--- src/rtl/pc_sequencer.sv ---
// rtl/pc_sequencer.sv - fetch-stage program counter with shared-adder sequencing, redirect flush and halt
// Owns pc_o and arbitrates the external 32-bit PC adder between sequential fetch and taken branches.
module pc_sequencer #(
    parameter logic [31:0] RESET_PC     = 32'h0000_0000,
    parameter logic [31:0] INSTR_BYTES  = 32'd4,
    parameter int          FLUSH_CYCLES = 1
) (
    input  logic        clk,
    input  logic        reset,
    input  logic        stall_i,
    input  logic        branch_taken_i,
    input  logic [31:0] branch_offset_i,
    input  logic        jump_i,
    input  logic [31:0] jump_target_i,
    input  logic        halt_i,
    input  logic        resume_i,
    input  logic [31:0] add_sum_i,
    output logic [31:0] add_a_o,
    output logic [31:0] add_b_o,
    output logic [31:0] pc_o,
    output logic        pc_valid_o,
    output logic        flush_o,
    output logic        halted_o
);

    typedef enum logic [1:0] {
        ST_INIT,
        ST_RUN,
        ST_FLUSH,
        ST_HALT
    } state_t;

    localparam logic [1:0] FLUSH_LOAD = 2'(FLUSH_CYCLES);

    state_t      state_q, state_d;
    logic [31:0] pc_q, pc_d;
    logic        valid_q, valid_d;
    logic        flush_q, flush_d;
    logic        halted_q, halted_d;
    logic [1:0]  cnt_q, cnt_d;
    logic        branch_win;

    // The branch only owns the adder when nothing of higher priority claims this edge.
    assign branch_win = (state_q == ST_RUN) && !halt_i && !jump_i && branch_taken_i;

    assign add_a_o    = pc_q;
    assign add_b_o    = branch_win ? branch_offset_i : INSTR_BYTES;

    assign pc_o       = pc_q;
    assign pc_valid_o = valid_q;
    assign flush_o    = flush_q;
    assign halted_o   = halted_q;

    always_ff @(posedge clk or posedge reset) begin
        if (reset) begin
            state_q  <= ST_INIT;
            pc_q     <= RESET_PC;
            valid_q  <= 1'b0;
            flush_q  <= 1'b0;
            halted_q <= 1'b0;
            cnt_q    <= 2'd0;
        end else begin
            state_q  <= state_d;
            pc_q     <= pc_d;
            valid_q  <= valid_d;
            flush_q  <= flush_d;
            halted_q <= halted_d;
            cnt_q    <= cnt_d;
        end
    end

    always_comb begin
        state_d  = state_q;
        pc_d     = pc_q;
        valid_d  = valid_q;
        flush_d  = flush_q;
        halted_d = halted_q;
        cnt_d    = cnt_q;

        case (state_q)
            ST_INIT: begin
                state_d = ST_RUN;
                valid_d = 1'b1;
            end

            ST_RUN: begin
                if (halt_i) begin
                    state_d  = ST_HALT;
                    valid_d  = 1'b0;
                    halted_d = 1'b1;
                end else if (jump_i) begin
                    pc_d    = jump_target_i;
                    state_d = ST_FLUSH;
                    cnt_d   = FLUSH_LOAD;
                    flush_d = 1'b1;
                end else if (branch_taken_i) begin
                    pc_d    = add_sum_i;
                    state_d = ST_FLUSH;
                    cnt_d   = FLUSH_LOAD;
                    flush_d = 1'b1;
                end else if (!stall_i) begin
                    pc_d = add_sum_i;
                end
            end

            ST_FLUSH: begin
                // Redirect requests seen here belong to squashed instructions.
                if (halt_i) begin
                    state_d  = ST_HALT;
                    cnt_d    = 2'd0;
                    flush_d  = 1'b0;
                    valid_d  = 1'b0;
                    halted_d = 1'b1;
                end else begin
                    if (!stall_i) begin
                        pc_d = add_sum_i;
                    end
                    cnt_d = cnt_q - 2'd1;
                    if (cnt_q <= 2'd1) begin
                        state_d = ST_RUN;
                        flush_d = 1'b0;
                        cnt_d   = 2'd0;
                    end
                end
            end

            ST_HALT: begin
                if (resume_i) begin
                    state_d  = ST_RUN;
                    valid_d  = 1'b1;
                    halted_d = 1'b0;
                end
            end

            default: begin
                state_d = ST_INIT;
            end
        endcase
    end

endmodule

--- config.mk ---
export PLATFORM = sky130hd
export DESIGN_NAME = pc_sequencer
export DESIGN_NICKNAME = d
export VERILOG_FILES = /design/src/rtl/pc_sequencer.sv
export SDC_FILE = /design/constraint.sdc
export NUM_CORES = 1
export LEC_CHECK = 0
export ABC_AREA = 1
export CORE_ASPECT_RATIO = 0.6
export CORE_MARGIN = 2
export CORE_UTILIZATION = 38
export DETAILED_ROUTE_END_ITERATION = 10
export PLACE_DENSITY = 0.85
export SYNTH_ARGS = -nofsm -noshare
export SYNTH_HDL_FRONTEND = slang
export SYNTH_SLANG_ARGS = --single-unit
--- constraint.sdc ---
create_clock -name clk -period 1.85 [get_ports clk]
set_clock_uncertainty 0.15 [all_clocks]
set_input_delay 0.2775 -clock clk [delete_from_list [all_inputs] [get_ports clk]]
set_output_delay 0.2775 -clock clk [all_outputs]
set_load 0.005 [all_outputs]
Word level (Yosys, flattened, before mapping)
Cells that the tools add are included.
{"block": "totals", "regBits": 39, "elab_cells": 65, "output_inout_bits": 99}
{"block": "op_classes", "n_eq_ne": 10, "n_addsub": 1, "muxes": 32, "order_cmp": 1, "n_reduce_logical": 15}
{"cell": "$mux 32", "count": 6}
{"cell": "$pmux 32 s2", "count": 1}
{"cell": "$mux 2", "count": 11}
{"cell": "$reduce_and 3->1", "count": 4}
{"cell": "$mux 1", "count": 9}
{"cell": "$pmux 2 s4", "count": 1}
{"cell": "$ne 2x2->1 const B", "count": 3}
{"cell": "$ne 3x3->1 const B", "count": 2}
{"cell": "$eq 2x2->1 const B", "count": 2}
{"cell": "$ne 4x4->1 const B", "count": 1}
{"cell": "$pmux 1 s2", "count": 2}
{"cell": "$pmux 2 s2", "count": 1}
{"cell": "$reduce_and 4->1", "count": 1}
{"cell": "$reduce_bool 2->1", "count": 2}
{"cell": "$logic_and 1x1->1", "count": 3}
{"cell": "$pmux 1 s3", "count": 1}
{"cell": "$eq 2x1->1 const B", "count": 1}
{"cell": "$le 2x1->1 const B", "count": 1}
{"cell": "$logic_not 1->1", "count": 2}
{"cell": "$logic_not 2->1", "count": 1}
{"cell": "$ne 2x1->1 const B", "count": 1}
{"cell": "$reduce_and 2->1", "count": 1}
{"cell": "$reduce_or 2->1", "count": 1}
{"cell": "$sub 2x1->2 const B", "count": 1}

Depth between registers and ports, before layout
{"block": "logic_depth", "word_depth": 5, "mapped_depth": 10, "mapped_depth_nobuf": 9}

Least setup slack after synthesis
No wires, ideal clock.
{"block": "synth_timing", "path_type": "reg-to-output", "start": "register state_q[1]", "end": "output port add_b_o[0]", "path_stages_with_launch": 8, "slack_ps": 154, "arrival_ps": 1269, "path_buffers": 1, "path_cell_list": "dfrtp_1 -> inv_1 -> ha_1 -> inv_1 -> nor2_1 -> nand3_1 -> buf_2 -> nor2_1"}
{"block": "synth_between", "elab_chain_len": 5}
{"item": "start, declared", "line": "35", "source": "state_t state_q, state_d;"}
{"item": "start signal, assigned", "line": "63", "source": "state_q <= state_d;"}
{"item": "$eq 2x1->1", "line": "44", "source": "assign branch_win = (state_q == ST_RUN) && !halt_i && !jump_i && branch_taken_i;"}
{"item": "$logic_and 1x1->1 (3 in series)", "line": "44"}
{"item": "$mux 32", "line": "47", "source": "assign add_b_o = branch_win ? branch_offset_i : INSTR_BYTES;"}
{"item": "end, declared", "line": "19", "source": "output logic [31:0] add_b_o,"}
Every way passes these cells.

Worst setup path in the final report
{"block": "layout_timing", "start": "register state_q[1]", "end": "output port add_b_o[6]"}
Same word-level chain as after synthesis.

==> out/results.ini <==
[status]
violations = setup timing
status = finished with violations

[sta]
min_period_ps = 2190
fin_setup_tns_ps = -11950
fmax_mhz = 456
slew_violations = 0
slew_headroom_pct = 67.4
rsz0062_at_grt = true
fin_crit_sh_pct = 119
setup_viol = 66
fin_ws_ps = -344
tightestPinTransition_ps = 483
hold_slack_ps = 200
finalHoldViolations = 0

[placed_design]
gp_congestion = 0.869
io_buffers = 201
dpl-instance-area_um2 = 5290
place_hpwl_mm = 8.88

[grt]
grt_pass1_vias = 4041
grt_pass1_wl_mm = 20.1
antenna_found_initial = 0
track_usage_pct = 25.6
grt_max_degree = 40
overflow = 0

[yosys]
synth.avg_cell_area_um2 = 5.82
ys_types = 18
synth_cells = 576
ys_seq_elements = 39
synth.net_count = 683
yosysSeqAreaShare_pct = 29.1
syn_area_um2 = 3350
yosys_warnings = 0

[layout]
area_delta_synth_final_pct = 67.0
layout_common_cells = nand2_1 (206), clkdlybuf4s50_1 (169), nor2_1 (103)
final_common_cell = nand2_1
final_area_um2 = 5590
drive_gt1_share_pct = 14.5
insertedDiodeCount = 0
nets = 858

[worst_setup_path]
critPathBufInv = 5
start_kind = register
crit_fanout = 8
cpLargestDelayFamily = buffers and inverters
worst_ep_arrival_time_ps = 1770
crit_path_cell_trace = inv_1 -> ha_2 -> inv_2 -> nor2_4 -> nand3_4 -> buf_6 -> bufbuf_16 -> nor2_2 -> buf_2
endpoint_kind = primary output
critPathMaxStageDelay_ps = 380
worstSetupPathType = reg2out
critPathRequiredTime_ps = 1420
cp_slowest_cell = dfrtp_1

[floorplanning]
io_pins = 202
die_w_um = 125
core-area_um2 = 8520
die_area_um2 = 9610
fp.dieH_um = 76.7
initial_core_util_pct = 39.3
num_rows = 26

[route]
firstDrtPassIters = 5
ant_nets = 0
vias_per_cell = 4.97
drtIter0Drc = 382
wire_per_inst_um = 14.8
via_count = 4287
wirelength_mm = 12.8
drc = 0

[cts]
root_buffer = clkbuf_16
hold_buffers = 0
cts_max_level = 2
clock_path_buffers = 2
clock-sinks = 39
path_clk_slew_ps = 60
cts_buffers = 5
clock_latency_ps = 270
cts_tree = built

[min_path]
hold_class = in2async

[power]
p_total_mw = 6.55
peakVddDrop_mv = 0.642
power_density_nw_per_um2 = 1170
power_leakage_nw = 2.70

[job]
cap_violations = 0

-- sequential cells by signal, summed over array words and instances (netlist names) --
register and cells:
add_a_o 32, pc_valid_o 1, flush_o 1, cnt_q 2, halted_o 1, state_q 2
-- cell type report --
type,count,area (um2)
Multi-Input combinational cell,424,1910
Sequential cell,39,976
Timing Repair Buffer,234,2260
Inverter,47,176
Clock buffer,6,129
Fill cell,719,2930
Tap cell,112,140
-- cells by family (layout without fill, tap and decap cells) --
group / after synthesis / in the layout / synth area share, %
flops: 39 / 39 / 29.1
buf+inv: 113 / 287 / 18.7
fa+ha+maj: 4 / 4 / 1.49
compound gates: 42 / 42 / 6.69
simple gates: 378 / 378 / 44.0
-- where the power goes --
part	leakage (nW)	switching, mW	internal, mW
registers	0.443	0.463	1.28
logic	2.20	1.71	2.29
clock network	0.0628	0.316	0.485
-- what timing repair did --
item / CTS / global route
hold endpoints to repair: 0 / 0
pin swaps: 2 / 3
resized for setup: 145 / 39
buffers inserted: 5 / 4
setup endpoints to repair: 48 / 68
cloned: 3 / 0
-- stage by stage --
stage	worst slack, ps	utilization (%)	cells
after floorplan	154	-	576
after global placement	-532	62.1	845
after detailed placement	-579	62.1	845
after CTS	-353	64.2	859
after global routing	-427	65.6	862
final	-344	65.6	862
-- synth_stat cells --
library cell,count,area [um2]
a21boi_0,1,7.51
a21oi_1,33,165
a21oi_4,1,16.3
buf_1,1,3.75
buf_2,17,85.1
buf_4,36,270
buf_6,6,67.6
clkbuf_1,6,22.5
dfrtp_1,39,976
ha_1,4,50.1
inv_1,45,169
inv_2,2,7.51
nand2_1,206,773
nand2_2,1,6.26
nand3_1,40,200
nor2_1,130,488
o21ai_0,7,35.0
or2_2,1,6.26
-- worst register-to-register path, cell delays in order, from the launching register on --
cell	delay, ps
dfrtp_1	380
inv_1	60
ha_2	170
inv_2	50
buf_4	120
buf_4	140
a21oi_4	220
buf_12	230
nand2_1	90
nor2_1	140
nor2_1	60
-- worst paths after layout --
check,start,to,slack (ps),depth (start not counted)
setup / recovery,state_q[1],add_b_o[6],-340,9
hold / removal,reset,add_a_o[9],200,3
setup reg to reg,state_q[1],add_a_o[28],-80,10
hold reg to reg,flush_o,flush_o,350,2
max in group asynchronous,reset,flush_o,1150,3
min in group clk,flush_o,flush_o,350,2
-- routing by layer --
metal	global-route usage, %	vias up	share of wire (%)
li1	-	2063	-
met1	33.6	1944	42
met2	42.4	256	47
met3	5.44	24	10
met4	7.67	0	1.8
met5	0	-	0
(Power assumes the default switching activity.)
